**src/rtl/hazard_ctrl_if.sv**
```systemverilog
// Signal bundle between the pipeline's ID/EX control and the hazard controller:
// decode inputs, redirect/clear controls, and the stall/flush/forward/counter outputs.
interface hazard_ctrl_if;
  logic [31:0] i_id_instr;
  logic        i_id_vld;
  logic        i_id_rd_wren;
  logic        i_id_mem_rden;
  logic        i_ex_br_taken;
  logic        i_cnt_clr;
  logic        o_stall;
  logic        o_flush;
  logic [1:0]  o_fwd_a_sel;
  logic [1:0]  o_fwd_b_sel;
  logic [15:0] o_stall_cnt;
  logic [15:0] o_flush_cnt;

  modport master (
    output i_id_instr, i_id_vld, i_id_rd_wren, i_id_mem_rden, i_ex_br_taken, i_cnt_clr,
    input  o_stall, o_flush, o_fwd_a_sel, o_fwd_b_sel, o_stall_cnt, o_flush_cnt
  );

  modport slave (
    input  i_id_instr, i_id_vld, i_id_rd_wren, i_id_mem_rden, i_ex_br_taken, i_cnt_clr,
    output o_stall, o_flush, o_fwd_a_sel, o_fwd_b_sel, o_stall_cnt, o_flush_cnt
  );
endinterface

```
**src/rtl/hazard_ctrl.sv**
```systemverilog
// Hazard controller for a 5-stage pipeline: tracks EX/MEM/WB in shadow registers to
// produce load-use stalls, branch flushes, operand forwarding selects and event counters.
module hazard_ctrl (
  input logic          i_clk,
  input logic          i_rst_n,
  hazard_ctrl_if.slave bus
);

  typedef struct packed {
    logic       vld;
    logic [4:0] rd;
    logic       wren;
    logic       ld;
  } stage_t;

  typedef struct packed {
    stage_t     base;
    logic [4:0] rs1;
    logic [4:0] rs2;
    logic       rs1_used;
    logic       rs2_used;
  } ex_stage_t;

  ex_stage_t   ex_q;
  ex_stage_t   ex_d;
  stage_t      mem_q;
  stage_t      wb_q;
  logic [15:0] stall_cnt;
  logic [15:0] flush_cnt;
  logic [4:0]  id_rs1;
  logic [4:0]  id_rs2;
  logic [4:0]  id_rd;
  logic        id_rs1_used;
  logic        id_rs2_used;
  logic        load_use;
  logic        stall;
  logic        flush;
  logic        unused_bits;

  assign id_rs1      = bus.i_id_instr[19:15];
  assign id_rs2      = bus.i_id_instr[24:20];
  assign id_rd       = bus.i_id_instr[11:7];
  assign unused_bits = ^{bus.i_id_instr[31:25], bus.i_id_instr[14:12], wb_q.ld};

  always_comb begin
    id_rs1_used = 1'b0;
    id_rs2_used = 1'b0;
    case (bus.i_id_instr[6:0])
      7'b0110011, 7'b0100011, 7'b1100011: begin
        id_rs1_used = 1'b1;
        id_rs2_used = 1'b1;
      end
      7'b0010011, 7'b0000011, 7'b1100111: id_rs1_used = 1'b1;
      default: ;
    endcase
  end

  // A load sitting in EX cannot forward yet, so a dependent ID instruction must wait one cycle.
  always_comb begin
    load_use = ex_q.base.vld & ex_q.base.ld & ex_q.base.wren & (ex_q.base.rd != 5'd0) &
               bus.i_id_vld &
               ((id_rs1_used & (id_rs1 == ex_q.base.rd)) |
                (id_rs2_used & (id_rs2 == ex_q.base.rd)));
  end

  assign flush       = bus.i_ex_br_taken;
  assign stall       = load_use & ~bus.i_ex_br_taken;
  assign bus.o_flush = flush;
  assign bus.o_stall = stall;

  function automatic logic [1:0] fwd_sel(input logic used, input logic [4:0] rs,
                                         input stage_t mem, input stage_t wb);
    logic [1:0] sel;
    sel = 2'd0;
    if (used) begin
      if (mem.vld & mem.wren & (mem.rd != 5'd0) & (mem.rd == rs))
        sel = 2'd1;
      else if (wb.vld & wb.wren & (wb.rd != 5'd0) & (wb.rd == rs))
        sel = 2'd2;
    end
    return sel;
  endfunction

  assign bus.o_fwd_a_sel = fwd_sel(ex_q.rs1_used & ex_q.base.vld, ex_q.rs1, mem_q, wb_q);
  assign bus.o_fwd_b_sel = fwd_sel(ex_q.rs2_used & ex_q.base.vld, ex_q.rs2, mem_q, wb_q);

  always_comb begin
    ex_d = '0;
    if (bus.i_id_vld & ~stall & ~flush) begin
      ex_d.base.vld  = 1'b1;
      ex_d.base.rd   = id_rd;
      ex_d.base.wren = bus.i_id_rd_wren;
      ex_d.base.ld   = bus.i_id_mem_rden;
      ex_d.rs1       = id_rs1;
      ex_d.rs2       = id_rs2;
      ex_d.rs1_used  = id_rs1_used;
      ex_d.rs2_used  = id_rs2_used;
    end
  end

  // MEM and WB always advance; only EX can take a bubble.
  always_ff @(posedge i_clk or negedge i_rst_n) begin
    if (!i_rst_n) begin
      ex_q  <= '0;
      mem_q <= '0;
      wb_q  <= '0;
    end else begin
      ex_q  <= ex_d;
      mem_q <= ex_q.base;
      wb_q  <= mem_q;
    end
  end

  always_ff @(posedge i_clk or negedge i_rst_n) begin
    if (!i_rst_n)
      stall_cnt <= '0;
    else if (bus.i_cnt_clr)
      stall_cnt <= '0;
    else if (stall && stall_cnt != 16'hFFFF)
      stall_cnt <= stall_cnt + 16'd1;
  end

  always_ff @(posedge i_clk or negedge i_rst_n) begin
    if (!i_rst_n)
      flush_cnt <= '0;
    else if (bus.i_cnt_clr)
      flush_cnt <= '0;
    else if (flush && flush_cnt != 16'hFFFF)
      flush_cnt <= flush_cnt + 16'd1;
  end

  assign bus.o_stall_cnt = stall_cnt;
  assign bus.o_flush_cnt = flush_cnt;

endmodule

```
**src/flat_wrapper.sv**
```systemverilog
// flat-port wrapper written by rule: the top's interface ports become plain ports
module hazard_ctrl_flat 
  (i_clk, i_rst_n, bus_i_id_instr, bus_i_id_vld, bus_i_id_rd_wren, bus_i_id_mem_rden, bus_i_ex_br_taken, bus_i_cnt_clr, bus_o_stall, bus_o_flush, bus_o_fwd_a_sel, bus_o_fwd_b_sel, bus_o_stall_cnt, bus_o_flush_cnt);
  hazard_ctrl_if bus_i ();
  input logic i_clk;
  input logic i_rst_n;
  input wire logic [$bits(bus_i.i_id_instr)-1:0] bus_i_id_instr;
  input wire logic [$bits(bus_i.i_id_vld)-1:0] bus_i_id_vld;
  input wire logic [$bits(bus_i.i_id_rd_wren)-1:0] bus_i_id_rd_wren;
  input wire logic [$bits(bus_i.i_id_mem_rden)-1:0] bus_i_id_mem_rden;
  input wire logic [$bits(bus_i.i_ex_br_taken)-1:0] bus_i_ex_br_taken;
  input wire logic [$bits(bus_i.i_cnt_clr)-1:0] bus_i_cnt_clr;
  output wire logic [$bits(bus_i.o_stall)-1:0] bus_o_stall;
  output wire logic [$bits(bus_i.o_flush)-1:0] bus_o_flush;
  output wire logic [$bits(bus_i.o_fwd_a_sel)-1:0] bus_o_fwd_a_sel;
  output wire logic [$bits(bus_i.o_fwd_b_sel)-1:0] bus_o_fwd_b_sel;
  output wire logic [$bits(bus_i.o_stall_cnt)-1:0] bus_o_stall_cnt;
  output wire logic [$bits(bus_i.o_flush_cnt)-1:0] bus_o_flush_cnt;
  assign bus_i.i_id_instr = bus_i_id_instr;
  assign bus_i.i_id_vld = bus_i_id_vld;
  assign bus_i.i_id_rd_wren = bus_i_id_rd_wren;
  assign bus_i.i_id_mem_rden = bus_i_id_mem_rden;
  assign bus_i.i_ex_br_taken = bus_i_ex_br_taken;
  assign bus_i.i_cnt_clr = bus_i_cnt_clr;
  assign bus_o_stall = bus_i.o_stall;
  assign bus_o_flush = bus_i.o_flush;
  assign bus_o_fwd_a_sel = bus_i.o_fwd_a_sel;
  assign bus_o_fwd_b_sel = bus_i.o_fwd_b_sel;
  assign bus_o_stall_cnt = bus_i.o_stall_cnt;
  assign bus_o_flush_cnt = bus_i.o_flush_cnt;
  hazard_ctrl u_core (.i_clk(i_clk), .i_rst_n(i_rst_n), .bus(bus_i));
endmodule
```
**config.mk**
```make
export PLATFORM = sky130hd
export DESIGN_NAME = hazard_ctrl_flat
export DESIGN_NICKNAME = d
export VERILOG_FILES = /design/src/rtl/hazard_ctrl_if.sv /design/src/rtl/hazard_ctrl.sv /design/src/flat_wrapper.sv
export SDC_FILE = /design/constraint.sdc
export NUM_CORES = 1
export LEC_CHECK = 0
export CORE_ASPECT_RATIO = 0.75
export CORE_MARGIN = 2
export CORE_UTILIZATION = 40
export DETAILED_ROUTE_END_ITERATION = 6
export PLACE_DENSITY = 0.66
export SYNTH_ARGS = -nofsm -noshare
export SYNTH_HDL_FRONTEND = slang
export SYNTH_SLANG_ARGS = --single-unit
```
**constraint.sdc**
```tcl
create_clock -name i_clk -period 4.5 [get_ports i_clk]
set_input_delay 0.675 -clock i_clk [delete_from_list [all_inputs] [get_ports i_clk]]
set_output_delay 0.675 -clock i_clk [all_outputs]
set_load 0.05 [all_outputs]
```
==> results of run 1 <==
-- cell type report --
type | instances | area (sq um) | area share [%]
sequential | 66 | 1650 | 38.7
multi-input combinational | 233 | 1570 | 36.7
timing repair buffer | 68 | 671 | 15.7
clock buffer | 10 | 138 | 3.22
tap | 105 | 131 | 3.08
clock inverter | 6 | 90.1 | 2.11
inverter | 5 | 18.8 | 0.440
-- layer usage --
| metal | GRT usage, % | vias to the layer above |
|---|---|---|
| met3 | 6.59 | 15 |
| met1 | 24.2 | 1243 |
| met4 | 6.28 | 0 |
| met5 | 0 | - |
| li1 | - | 1276 |
| met2 | 29.6 | 71 |
-- registers in the layout (all words and copies together) (netlist names) --
name,count
u_core.ex_q,20
u_core.bus.o_flush_cnt,16
u_core.bus.o_stall_cnt,16
u_core.mem_q,7
u_core.wb_q,7
-- critical path, delay by kind of cell --
family	cells	cell delay (ns)
buffers and inverters	2	1.27
AND/OR/NAND/NOR	4	0.82
AO/OA/AOI/OAI	1	0.09
-- final timing paths --
kind	startpoint	to	slack, ns	depth (start not counted)
hold / removal	i_rst_n	u_core.bus.o_flush_cnt[4]	0.32	1
min in group i_clk	u_core.ex_q[13]	u_core.mem_q[1]	0.39	0
max in group asynchronous	i_rst_n	u_core.ex_q[18]	3.25	2
hold reg to reg	u_core.ex_q[13]	u_core.mem_q[1]	0.39	0
setup reg to reg	u_core.ex_q[14]	u_core.bus.o_stall_cnt[0]	2.02	5
setup / recovery	bus_i_id_instr[0]	bus_o_stall	0.97	7
-- through the flow --
stage | std cells | hold slack [ns] | cell area (sq um) | total power [uW]
global route | 493 | 0.341 | 4270 | 1340
CTS | 493 | 0.326 | 4270 | 1300
global placement | 477 | 0.386 | 4040 | 736
finish | 493 | 0.317 | 4270 | 1290
detailed placement | 477 | 0.383 | 4040 | 737
floorplan | 317 | 0.354 | 3300 | 680
-- cell usage after synthesis, drive strengths merged --
| library cell | number | area share (%) |
|---|---|---|
| o311ai | 2 | 0.53 |
| buf | 4 | 0.91 |
| and2 | 18 | 3.4 |
| or3 | 8 | 1.5 |
| o211ai | 5 | 1.3 |
| nand2 | 17 | 1.9 |
| ha | 2 | 0.76 |
| or2 | 1 | 0.19 |
| nor4b | 1 | 0.27 |
| a21oi | 15 | 2.3 |
| nor2 | 25 | 2.8 |
| dfrtp | 66 | 50 |
| nor4bb | 1 | 0.30 |
| and3b | 2 | 0.53 |
| mux2 | 7 | 2.4 |
| nand3 | 10 | 1.5 |
| o21ai | 6 | 0.91 |
| o32a | 1 | 0.68 |
| nand4 | 6 | 1.1 |
| and3 | 5 | 0.95 |
| nor2b | 10 | 1.9 |
| and4 | 4 | 1.1 |
| clkbuf | 9 | 1.0 |
| o31ai | 10 | 2.3 |
| nor4 | 6 | 1.1 |
| or3b | 1 | 0.27 |
| and4b | 1 | 0.30 |
| xnor2 | 19 | 5.0 |
| nand4b | 2 | 0.53 |
| or4 | 11 | 2.5 |
| inv | 5 | 0.57 |
| nand2b | 3 | 0.57 |
| o311a | 1 | 0.30 |
| o2111ai | 4 | 1.1 |
| nor3 | 6 | 0.91 |
| xor2 | 20 | 5.3 |
| mux2i | 2 | 0.61 |
| o211a | 1 | 0.30 |
-- power by group --
group | leakage [uW] | switching (uW) | internal [uW]
clock network | 0.000112 | 236 | 328
registers | 0.000902 | 14.8 | 606
logic | 0.000749 | 54.0 | 49.5
total | 0.00176 | 305 | 983
-- logic make-up (layout without fill, tap and decap cells) --
family,count (synthesis),count (layout)
and+or+nand+nor,138,138
DFF,66,66
AOI/OAI and AO/OA,45,45
xor gates and xnor gates,39,39
buffers and inverters,18,89
muxes,9,9
adders and majority gates,2,2
-- placed cells by master, fill, tap and decap left out, drive strengths merged, types with 6 or more instances in the layout --
cell,synthesis,final
xnor2,19,19
xor2,20,20
nand4,6,6
a21oi,15,15
nor2,25,25
o31ai,10,10
nor2b,10,10
o21ai,6,6
nand2,17,17
dfrtp,66,66
or3,8,8
clkbuf,9,10
and2,18,18
or4,11,11
clkdlybuf4s50,0,65
nand3,10,10
mux2,7,7
nor4,6,6
nor3,6,6
==> out/metrics.yaml, run 1 <==
maxCapViolCount: 0
finish.utilization_pct: 53.7
nNetsFinal: 424
cp.arrival_ns: 2.85
syn_nets: 358
synth_area_per_cell_sq_um: 10.4
clk_pin_slew_ns: 0.07
slowest_delay_ns: 0.82
io_pins: 77
cp_cell_sequence: "clkdlybuf4s50_1 -> and3b_1 -> nand4b_1 -> nor3_1 -> a21oi_1 -> nor2_1 -> clkdlybuf4s50_1"
synth_fa_ha_area_share_pct: 0.758
fillers: 728
grt-ovfl-total: 0
postCtsResizedCells: 0
drtPass1Iterations: 4
clock-sinks: 66
ys_ff_latch: 66
syn_area_sq_mm: 0.00330
power.density_mw_per_mm2: 302
end_kind: "output pin"
hpwl_microns: 5480
synth_seq_area_share_pct: 50.0
synth-simple-area-share_pct: 23.8
crit_path_frequent_cell: "clkdlybuf4s50_1"
synth_xor_area_share_pct: 10.3
synth.distinct_cells: 41
hold_viol: 0
gp_congestion: 0.842
ys_warn_count: 0
cp_slowest_cell: "clkdlybuf4s50_1"
dp_slack_ns: 0.942
design.die.area_sq_mm: 0.00901
crit_type: "in2out"
startpoint_type: "primary input"
synth_mux_area_share_pct: 2.99
fin_ws_ns: 0.970
drc_errors: 0
fmax_mhz: 283
cts.path.max_buffers: 2
setup_violations: 0
ir_drop_mv: 0.162
cts_setup_buffers: 0
wl_microns: 7640
p_leak_uw: 0.00176
wire_per_inst_microns: 15.5
cts_hold_buffers: 0
cts_made_buffers: 9
post-route-period-util_pct: 78.4
max_slew_margin_pct: 19.4
ant_nets: 0
antenna_found_initial: 0
clock_latency_ns: 0.34
core_sq_mm: 0.00795
drive_above_1_share_pct: 7.47
synth-compound-area-share_pct: 9.62
root_buffer: "clkbuf_8"
dr_wl_met3_microns: 423
met2WireLength_microns: 3520
hp-class: "in2async"
rows: 28
via_per_inst: 5.28
met1_length_microns: 3560
die_y_microns: 82.7
rsz0062_at_grt: "no"
status: "complete, no violations"
io_buffers: 66
htreeDepth: 3
required_ns: 3.83
synth_top_family_by_area: "simple AND/OR/NAND/NOR gates"
syn_inst: 317
final.setup_skew_ns: 0.00821
crit_fanout: 3
start_util_pct: 41.5
syn_to_final_growth_pct: 29.3
grt_pass1_wl_microns: 12800
grt_use_total_pct: 18.8
antenna-diode-count: 0
fp.dieW_microns: 109
setup_tns_ns: 0
grt_pass1_vias: 2596
slew_viol_final: 0
grt_max_degree: 44
vias: 2605
cts_tree: "built"
top_layer: "met4"
fin_crit_ns: 3.53
drt_iter0_markers: 115
tightest_slew_ns: 1.21
(Power assumes the default switching activity.)
==> run 2, diff against run 1 <==
Clock period 4.5 ns to 3.7 ns, I/O delays scaled along.
==> run 2 against run 1 <==
Global-route usage fell by 0.55 points. Register-to-register slack worse by 0.79 ns. Core utilization rose by 0.19 points. Cell area rose by 0.35%. Combinational power is 23% higher. Critical path depth unchanged. Sequential power rose by 22%. Final cell count increased by 0.41%. Wire length fell by 1.7%. Critical path type unchanged. Highest routed layer unchanged.
==> out/metrics.yaml, run 2 (same netlist as run 1, synthesis figures left out) <==
crit_family: "buffers and inverters"
critPathBufInv: 2
status: "complete, no violations"
antenna_found_initial: 0
finish.utilization_pct: 53.9
ant_nets: 0
core_sq_mm: 0.00795
maxCapViolCount: 0
root_buffer: "clkbuf_8"
reg2regPathDepth: 5
hold_viol: 0
grt-ovfl-total: 0
io_buffers: 66
max_slew_margin_pct: 29.2
r2r_end: "u_core.bus.o_stall_cnt[0]"
setup_violations: 0
drc_errors: 0
grt_pass1_vias: 2606
rsz0062_at_grt: "no"
fin_crit_ns: 3.29
cts_made_buffers: 9
fillers: 708
cts_hold_buffers: 0
wire_per_inst_microns: 15.2
post-route-period-util_pct: 88.9
drt_iter0_markers: 90
design.die.area_sq_mm: 0.00901
final_cell_mix: "dfrtp_1, clkdlybuf4s50_1, nor2_1"
multiInputGateArea_sq_mm: 0.00157
rows: 28
final.setup_skew_ns: 0.0104
antenna-diode-count: 0
required_ns: 3.14
cp_cell_sequence: "clkdlybuf4s50_1 -> and3b_1 -> o21ai_0 -> nor4_1 -> a21oi_1 -> nor2_1 -> clkdlybuf4s50_1"
wl_microns: 7500
cts_setup_buffers: 0
gp_congestion: 0.839
end_kind: "output pin"
vias: 2641
drive_above_1_share_pct: 7.95
largest-register: "u_core.ex_q"
dp_cells: 479
tightest_slew_ns: 1.06
via_per_inst: 5.34
drtPass1Iterations: 4
cts.path.max_buffers: 2
p_leak_uw: 0.00177
die_y_microns: 82.7
fp.dieW_microns: 109
nNetsFinal: 426
io_pins: 77
crit_path_frequent_cell: "clkdlybuf4s50_1"
power.density_mw_per_mm2: 365
largest_reg_flops: 20
ir_drop_mv: 0.219
cts_tree: "built"
final_common_cell: "dfrtp_1"
hp-class: "in2async"
hpwl_microns: 5500
cp_slowest_cell: "clkdlybuf4s50_1"
crit_type: "in2out"
fmax_mhz: 304
r2r_slack_ns: 1.23
r2r_start: "u_core.ex_q[14]"
grt_use_total_pct: 18.2
postCtsResizedCells: 0
setup_tns_ns: 0
syn_to_final_growth_pct: 29.7
slew_viol_final: 0
clock-sinks: 66
dp_slack_ns: 0.416
crit_fanout: 3
clk_pin_slew_ns: 0.07
grt_max_degree: 43
fin_ws_ns: 0.411
startpoint_type: "primary input"
htreeDepth: 3
clock_latency_ns: 0.34
ff_latch_area_sq_mm: 0.00165
final_cell_count_no_fill: 495
cp.arrival_ns: 2.73
grt_pass1_wl_microns: 12600
slowest_delay_ns: 0.83
start_util_pct: 41.5
-- run 2: final cells by class --
cell class	instances	share of cell area, %
clock buffers	10	3.21
multi-input cells	233	36.6
repair buffers	70	16.0
flip-flops and latches	66	38.6
well taps	105	3.07
inverters	5	0.438
clock inverters	6	2.10
-- run 2: how the worst max path moves through the flow --
stage / cells past startpoint / from / to
after floorplan: 5 / bus_i_id_instr[3] / bus_o_stall
after global placement: 7 / bus_i_id_instr[6] / bus_o_stall
after detailed placement: 7 / bus_i_id_instr[0] / bus_o_stall
after CTS: 7 / bus_i_id_instr[0] / bus_o_stall
after global routing: 6 / u_core.mem_q[2] / bus_o_fwd_a_sel[1]
final: 7 / bus_i_id_instr[0] / bus_o_stall
-- run 2: per-stage QoR --
step	total power (uW)	area (sq um)	hold WS [ns]
after floorplan	826	3300	0.259
after global placement	896	4060	0.385
after detailed placement	897	4060	0.397
after CTS	1590	4280	0.384
after global routing	1630	4280	0.417
final	1560	4280	0.359
-- run 2: metal layers --
layer	track usage, %	vias to the layer above	share of wire [%]
met2	29.1	63	46
li1	-	1272	-
met1	23.9	1298	47
met5	0	-	0
met3	6.51	8	5.9
met4	4.23	0	1.1
-- run 2: power by group --
group / total, uW / switching [uW] / internal [uW]
combinational: 127 / 65.2 / 61.5
sequential: 755 / 17.5 / 737
clock: 683 / 284 / 399
